--- src/rtl/booth_uc.sv ---
// booth_uc: sequencing FSM for a radix-2 Booth multiplier (Q/A/M datapath).
// Optional feature macro: BOOTH_CYCLE_COUNT_EN adds the 8-bit Ciclos output
// holding the CARGA..DESPL cycle count of the last completed multiplication.
module booth_uc #(
    parameter int N  = 4,
    parameter int CW = 3
) (
    input  logic       clk,
    input  logic       reset,
    input  logic       inicio,
    input  logic       q0,
    input  logic       q_1,
    output logic       CargaM,
    output logic       CargaQ,
    output logic       InicA,
    output logic       CargaA,
    output logic       Resta,
    output logic       DesplazaA,
    output logic       DesplazaQ,
    output logic       Fin
`ifdef BOOTH_CYCLE_COUNT_EN
    ,
    output logic [7:0] Ciclos
`endif
);

    typedef enum logic [2:0] {
        S_IDLE,
        S_CARGA,
        S_EVAL,
        S_OP,
        S_DESPL,
        S_FIN
    } state_t;

    localparam logic [CW-1:0] LAST_ITER = CW'(N - 1);

    state_t        r_state;
    logic [CW-1:0] r_cnt;
    logic          r_opsel;
    logic          w_last;

    assign w_last = (r_cnt == LAST_ITER);
    assign Resta  = r_opsel;

    // State, iteration counter, op-select and strobes; each strobe is
    // registered alongside the state it belongs to, so it is high exactly
    // while the FSM sits in that state.
    always_ff @(posedge clk) begin
        if (reset) begin
            r_state   <= S_IDLE;
            r_cnt     <= '0;
            r_opsel   <= 1'b0;
            CargaM    <= 1'b0;
            CargaQ    <= 1'b0;
            InicA     <= 1'b0;
            CargaA    <= 1'b0;
            DesplazaA <= 1'b0;
            DesplazaQ <= 1'b0;
            Fin       <= 1'b0;
        end else begin
            CargaM    <= 1'b0;
            CargaQ    <= 1'b0;
            InicA     <= 1'b0;
            CargaA    <= 1'b0;
            DesplazaA <= 1'b0;
            DesplazaQ <= 1'b0;
            Fin       <= 1'b0;
            case (r_state)
                S_IDLE: begin
                    if (inicio) begin
                        r_state <= S_CARGA;
                        CargaM  <= 1'b1;
                        CargaQ  <= 1'b1;
                        InicA   <= 1'b1;
                    end
                end
                S_CARGA: begin
                    r_cnt   <= '0;
                    r_state <= S_EVAL;
                end
                S_EVAL: begin
                    case ({q0, q_1})
                        2'b10: begin
                            r_opsel <= 1'b1;
                            r_state <= S_OP;
                            CargaA  <= 1'b1;
                        end
                        2'b01: begin
                            r_opsel <= 1'b0;
                            r_state <= S_OP;
                            CargaA  <= 1'b1;
                        end
                        default: begin
                            r_state   <= S_DESPL;
                            DesplazaA <= 1'b1;
                            DesplazaQ <= 1'b1;
                        end
                    endcase
                end
                S_OP: begin
                    r_state   <= S_DESPL;
                    DesplazaA <= 1'b1;
                    DesplazaQ <= 1'b1;
                end
                S_DESPL: begin
                    r_cnt <= r_cnt + CW'(1);
                    if (w_last) begin
                        r_state <= S_FIN;
                        Fin     <= 1'b1;
                    end else begin
                        r_state <= S_EVAL;
                    end
                end
                S_FIN: begin
                    if (inicio) begin
                        Fin <= 1'b1;
                    end else begin
                        r_state <= S_IDLE;
                    end
                end
                default: begin
                    r_state <= S_IDLE;
                end
            endcase
        end
    end

`ifdef BOOTH_CYCLE_COUNT_EN
    logic [7:0] r_cyc;
    logic [7:0] w_cyc_inc;

    assign w_cyc_inc = (r_cyc == 8'hFF) ? 8'hFF : r_cyc + 8'd1;

    // Busy-cycle counter; CARGA loads 1 (cleared, then counts itself) and
    // the DESPL->FIN edge latches the count including that final DESPL cycle.
    always_ff @(posedge clk) begin
        if (reset) begin
            r_cyc  <= '0;
            Ciclos <= '0;
        end else begin
            case (r_state)
                S_CARGA: r_cyc <= 8'd1;
                S_EVAL,
                S_OP:    r_cyc <= w_cyc_inc;
                S_DESPL: begin
                    r_cyc <= w_cyc_inc;
                    if (w_last) begin
                        Ciclos <= w_cyc_inc;
                    end
                end
                default: r_cyc <= r_cyc;
            endcase
        end
    end
`endif

endmodule

--- config.mk ---
export PLATFORM = sky130hd
export DESIGN_NAME = booth_uc
export DESIGN_NICKNAME = d
export VERILOG_FILES = /design/src/rtl/booth_uc.sv
export SDC_FILE = /design/constraint.sdc
export NUM_CORES = 1
export LEC_CHECK = 0
export CORE_UTILIZATION = 47
export DETAILED_ROUTE_END_ITERATION = 8
export PLACE_DENSITY = 0.75
export SYNTH_ARGS = -nofsm -noshare
export SYNTH_HDL_FRONTEND = slang
export SYNTH_SLANG_ARGS = --single-unit
--- constraint.sdc ---
create_clock -name clk -period 1.5 [get_ports clk]
set_input_delay 0.225 -clock clk [delete_from_list [all_inputs] [get_ports clk]]
set_output_delay 0.225 -clock clk [all_outputs]
set_load 0.03 [all_outputs]
==> results.sh <==
export IMPL_fmax_mhz=691.1
export IMPL_fin_cells=89
export IMPL_rsz0062_at_grt="no"
export IMPL_worstRegToRegCells=3
export IMPL_drt_initial_drc_count=16
export IMPL_fin_skew_ns=0.0009389
export IMPL_r2r_end="r_state[2]$_SDFFE_PP0P_"
export IMPL_core_area_sq_um=1156
export IMPL_finalCritPeriodShare_pct=96.47
export IMPL_cpLargestDelayFamily="buffers and inverters"
export IMPL_htreeDepth=1
export IMPL_synth_seq_cells=11
export IMPL_wire_per_inst_microns=12.31
export IMPL_place_area_sq_um=715.7
export IMPL_grt_max_degree=12
export IMPL_cts_max_path_buffers=2
export IMPL_ff_latch_area_sq_um=220.2
export IMPL_grt_overflow_total=0
export IMPL_cp_num_buf_inv=1
export IMPL_finalNetCount=84
export IMPL_cts_clk_slew_worst_paths_ns=0.07
export IMPL_fin_hold_ws_ns=0.4818
export IMPL_diodes=0
export IMPL_first_global_vias=412
export IMPL_antenna_found_initial=0
export IMPL_worstMarginPinSlew_ns=0.4610
export IMPL_ff2ff_setup_slack_ns=0.12
export IMPL_fill_cells=101
export IMPL_setup_viol=0
export IMPL_start_util_pct=52.81
export IMPL_final_area_sq_um=750.7
export IMPL_drive_gt1_share_pct=20.00
export IMPL_port_buffers=12
export IMPL_hold_end="r_cnt[1]$_SDFFE_PP0P_"
export IMPL_cts_root_buf="clkbuf_4"
export IMPL_slew_viol_final=0
export IMPL_io_pins=13
export IMPL_arrival_ns=1.22
export IMPL_firstDrtPassIters=3
export IMPL_synth_enable_flop_cells=0
export IMPL_multiInputGateArea_sq_um=319.1
export IMPL_final_hold_violation_count=0
export IMPL_p_leak_nw=0.3694
export IMPL_viasPerCell=5.281
export IMPL_gp_congestion=0.7356
export IMPL_hp_start="r_cnt[1]$_SDFFE_PP0P_"
export IMPL_slowest_stage="clkdlybuf4s50_1"
export IMPL_cp_end_kind="output port"
export IMPL_critical_path_max_stage_delay_ns=0.65
export IMPL_die_area_sq_um=1447
export IMPL_syn_instance_count=62
export IMPL_power_mw=0.6864
export IMPL_power_density_nw_per_um2=914.4
export IMPL_netlist_area_leader_share_pct=36.07
export IMPL_placedCellCount=85
export IMPL_cts_made_buffers=3
export IMPL_tritoncts="built"
export IMPL_yosysWarnings=0
export IMPL_cp_max_fo=1
export IMPL_vias=470
export IMPL_worstSetupStartpointType="register"
export IMPL_relSlewSlack_pct=69.17
export IMPL_cap_violations=0
export IMPL_status="finished, final reports clean"
export IMPL_synthesis_nets=70
export IMPL_synth_most_common_cell="dfxtp_1"
export IMPL_hold_path_class="register to register"
export IMPL_min_path_cells=2
export IMPL_period_needed_ns=1.447
export IMPL_ir_worst_vdd_uv=435.3
export IMPL_postRouteAntennaNets=0
export IMPL_cts_hold_buf=0
export IMPL_drt_total_wl_mm=1.096
export IMPL_worstSkewPairLatency_ns=0.26
export IMPL_num_rows=12
export IMPL_r2r_start="r_state[2]$_SDFFE_PP0P_"
export IMPL_synth_top_area_cell="dfxtp_1"
export IMPL_synth_area_top_cells="dfxtp_1 36%, ha_1 6.1%, a2111oi_2 4.9%, nor2_1 4.3%, nor4b_4 3.9%"
export IMPL_crit_type="register to output port"
export IMPL_ys_flop_type="dfxtp_1"
export IMPL_die_y_microns=38.05
export IMPL_clkSinkCount=11
export IMPL_drcViolationCount=0
export IMPL_grt_pass1_wl_mm=1.814
export IMPL_yosysSeqAreaShare_pct=36.07
export IMPL_hpwl_microns=795.1
export IMPL_syn_to_final_growth_pct=22.95
export IMPL_synth_cell_type_count=30
export IMPL_synthTopCellsByCount="11 x dfxtp_1, 7 x nor2_1, 6 x nand2_1"
export IMPL_cp_cell_sequence="clkdlybuf4s50_1"
export IMPL_async_reset_ff_share_pct=0
export IMPL_avgSynthCellArea_sq_um=9.848
export IMPL_track_usage_pct=19.24
export IMPL_netlist_area_sq_um=610.6
export IMPL_die_w_microns=38.05
export IMPL_required_ns=1.27
## layer usage
metal	vias to the layer above	part of all wire, %	track usage [%]
met5	-	0	0
li1	242	-	-
met2	12	43	25.85
met1	212	50	25.00
met3	4	3.6	5.233
met4	0	3.6	16.07
## how the worst max path moves through the flow
stage	startpoint	end	slack [ns]	cells past startpoint
after floorplan	r_cnt[0]$_SDFFE_PP0P_	r_cnt[2]$_SDFFE_PP0P_	0.20	4
after global placement	q0	r_state[0]$_SDFFE_PP0P_	-0.18	6
after detailed placement	q0	r_state[0]$_SDFFE_PP0P_	-0.22	6
after CTS	InicA$_SDFF_PP0_	CargaQ	0.002	1
after global routing	q0	r_state[0]$_SDFFE_PP0P_	0.008	6
final	Fin$_SDFF_PP0_	Fin	0.05	1
## logic make-up (layout without fill, tap and decap cells)
kind of cell | count (synthesis) | in the layout | synth area share [%]
simple gates | 25 | 25 | 26.84
compound gates | 12 | 12 | 17.01
flops | 11 | 11 | 36.07
buf+inv | 10 | 23 | 12.09
fa+ha+maj | 3 | 3 | 6.148
mux | 1 | 1 | 1.844
## metrics by stage
stage | worst slack, ns | setup TNS [ns] | util, %
2_1_floorplan | 0.2047 | 0 | -
3_3_place_gp | -0.1764 | -0.7063 | 61.90
3_5_place_dp | -0.2200 | -0.7826 | 61.90
4_1_cts | 0.001586 | 0 | 63.85
5_1_grt | 0.007727 | 0 | 64.94
6_report | 0.05299 | 0 | 64.94
## power by group
group / switching (mW) / total (mW) / internal, mW / leakage (nW)
registers: 0.0212 / 0.328 / 0.306 / 0.0893
clock network: 0.0947 / 0.198 / 0.103 / 0.0150
logic: 0.0845 / 0.161 / 0.0767 / 0.265
## sequential cells by signal, indices dropped and copies added (netlist names)
| register | count |
|---|---|
| r_cnt | 3 |
| Resta | 1 |
| r_state | 3 |
| DesplazaQ | 1 |
| CargaA | 1 |
| Fin | 1 |
| InicA | 1 |
## cells in the final DEF (no fill, tap or decap), drive strengths merged, types with 3 or more instances in the layout
cell type / instances
nor2b: 3
clkbuf: 4
buf: 4
nor2: 7
nand2: 6
dlygate4sd2: 3
dlymetal6s2s: 4
inv: 3
dfxtp: 11
clkdlybuf4s50: 5
ha: 3
## timing repair
item / 4_1_cts / 5_1_grt
setup endpoints to repair: 4 / 6
gates resized for setup: 3 / 5
setup buffers: 0 / 0
## final cells by class
cell class                      count  share of cell area [%]
Clock buffer                        4                   3.500
Inverter                            3                   1.500
Multi-Input combinational cell     41                   42.50
Sequential cell                    11                   29.33
Tap cell                           14                   2.333
Timing Repair Buffer               16                   20.83
Power figures use the tool's default switching activity.
==> edit, RTL diff (same settings) <==
Encoding of `state_t`: now one-hot (6 bits for 6 states).
--- a/src/rtl/booth_uc.sv
+++ b/src/rtl/booth_uc.sv
@@ -26,9 +26,9 @@
 
-    typedef enum logic [2:0] {
-        S_IDLE,
-        S_CARGA,
-        S_EVAL,
-        S_OP,
-        S_DESPL,
-        S_FIN
+    typedef enum logic [5:0] {
+        S_IDLE  = 6'b000001,
+        S_CARGA = 6'b000010,
+        S_EVAL  = 6'b000100,
+        S_OP    = 6'b001000,
+        S_DESPL = 6'b010000,
+        S_FIN   = 6'b100000
     } state_t;
Check against the original RTL: same outputs for any inputs over 10 cycles, from zero or initial values and one cycle with reset high; not proved beyond that.
==> edit against the unedited design <==
Power increased by 17%. Design area increased by 23%. Non-clock buffer count is 4 higher. Critical path depth grew 3. Maximum frequency is 0.83% higher. First-iteration DRC count rose by 13%. Area after synthesis grew 16%. Sequential share of layout area increased by 0.90 points. Setup slack better by 0.012 ns. Via count up 32%. Wire length grew 33%. Sequential cell count is 3 higher. Combinational power shrank 11%. Die area increased by 15%.
==> edit: results (changes against the unedited design) <==
<table>
<tr><th>Metric</th><th>Value</th></tr>
<tr><th colspan="2">Critical path</th></tr>
<tr><td>WP data arrival</td><td>1.65 ns (+0.43 ns)</td></tr>
<tr><td>Worst-path maximum fanout</td><td>9 (+8)</td></tr>
<tr><td>Crit path max-delay cell type</td><td>sky130_fd_sc_hd__nor4_4</td></tr>
<tr><td>Slowest stage delay, CP</td><td>0.46 ns (-0.19 ns)</td></tr>
<tr><th colspan="2">Layout</th></tr>
<tr><td>Biggest regs</td><td>r_state x6, r_cnt x3</td></tr>
<tr><td>Layout cells sized above 1</td><td>17.3% (-2.7 points)</td></tr>
<tr><th colspan="2">Timing</th></tr>
<tr><td>Worst Clk Skew</td><td>0.00408 ns (+0.00314 ns)</td></tr>
<tr><td>Number of failing setup endpoints in the final timing report</td><td>0 (unchanged)</td></tr>
<tr><td>Tightest slew margin relative to the limit</td><td>65.8% (-3.3 points)</td></tr>
<tr><th colspan="2">Global routing</th></tr>
<tr><td>Wire length of the first global-routing pass</td><td>2260 um (+25%)</td></tr>
<tr><td>Largest net degree at the start of global routing</td><td>14 (+2)</td></tr>
<tr><td>Global routing usage summed across all routing layers</td><td>21.0% (+1.7 points)</td></tr>
<tr><th colspan="2">Drt</th></tr>
<tr><td>Drt total wl</td><td>1450 um (+33%)</td></tr>
<tr><td>Via density per instance</td><td>5.50 (+4.2%)</td></tr>
<tr><td>1st-iter DRT viols</td><td>18 (+2)</td></tr>
<tr><th colspan="2">Logic synthesis</th></tr>
<tr><td>Synth unique cells</td><td>27 (-10%)</td></tr>
<tr><td>Area contributors post-synth</td><td>sky130_fd_sc_hd__dfxtp_1, sky130_fd_sc_hd__ha_1, sky130_fd_sc_hd__nor2b_1</td></tr>
<tr><th colspan="2">Pwr</th></tr>
<tr><td>Switching share of power</td><td>25.6% (-3.6 points)</td></tr>
<tr><td>Seq pwr share</td><td>49.1% (+1.4 points)</td></tr>
<tr><td>Max IR drop VDD</td><td>0.616 mV (+41%)</td></tr>
<tr><td>Static leakage</td><td>0.457 nW (+24%)</td></tr>
<tr><th colspan="2">CTS</th></tr>
<tr><td>Worst-case clock buffer depth</td><td>2 (unchanged)</td></tr>
<tr><td>Clock transition at path regs</td><td>0.09 ns (+0.02 ns)</td></tr>
<tr><th colspan="2">Place</th></tr>
<tr><td>Total placed cells including tap cells</td><td>105 (+24%)</td></tr>
<tr><td>HPWL Detailed</td><td>1000 um (+26%)</td></tr>
<tr><td>Standard cell area after detailed placement</td><td>836 um^2 (+17%)</td></tr>
<tr><td>Weighted congestion reported at the end of routability-driven placement</td><td>0.785 (+6.7%)</td></tr>
<tr><th colspan="2">Run status</th></tr>
<tr><td>Outcome</td><td>complete, no violations</td></tr>
</table>
## edit: kinds of logic after synthesis
group | Yosys count | synth area share (%)
and+or+nand+nor | 35 | 30.6
AOI/OAI and AO/OA | 17 | 15.4
DFF | 14 | 39.6
buffers and inverters | 11 | 7.79
adders and majority gates | 3 | 5.31
xor gates and xnor gates | 1 | 1.24
## edit: power by group through the flow
stage	combinational [mW]	clock, mW	sequential (mW)
detailed placement	0.121	0	0.402
CTS	0.119	0.272	0.394
floorplan	0.0812	0	0.398
finish	0.143	0.268	0.395
global route	0.154	0.296	0.397
global placement	0.118	0	0.402
## edit: through the flow
step,power [mW],setup WS [ns],TNS (ns)
after floorplan,0.479,0.252,0
after global placement,0.520,-0.220,-0.609
after detailed placement,0.523,-0.308,-0.854
after CTS,0.784,0.00338,0
after global routing,0.848,-0.00471,-0.00471
final,0.806,0.0649,0
## edit: area by class of cell
cell class / instances / area, um^2
timing repair buffer: 20 / 185
tap: 15 / 18.8
inverter: 4 / 15.0
fill: 116 / 423
clock buffer: 4 / 36.3
multi-input combinational: 56 / 392
sequential: 14 / 280
## edit: final timing paths
path         endpoint       start  cells after the start
min          r_cnt[1]    r_cnt[1]                      2
min reg2reg  r_cnt[1]    r_cnt[1]                      2
max reg2reg       Fin  r_state[5]                      4
max               Fin  r_state[5]                      4
## edit: routing by layer
| metal | vias up | track usage (%) | wire (um) |
|---|---|---|---|
| met5 | - | 0 | 0 |
| met4 | 0 | 7.50 | 13 |
| met3 | 2 | 6.52 | 36 |
| met2 | 6 | 29.7 | 702 |
| met1 | 293 | 29.4 | 701 |
| li1 | 321 | - | - |
## edit: what timing repair did
action / in CTS / in global routing
cloned: 0 / 0
resized for setup: 5 / 6
setup buffers: 0 / 4
setup endpoints to repair: 5 / 10
pin swaps: 0 / 1
## edit: worst max-delay path, delay by kind of cell, from the launching register on
family / cells / cell delay (ns)
compound gates: 1 / 0.17
buf+inv: 1 / 0.18
flops: 1 / 0.44
simple gates: 2 / 0.58
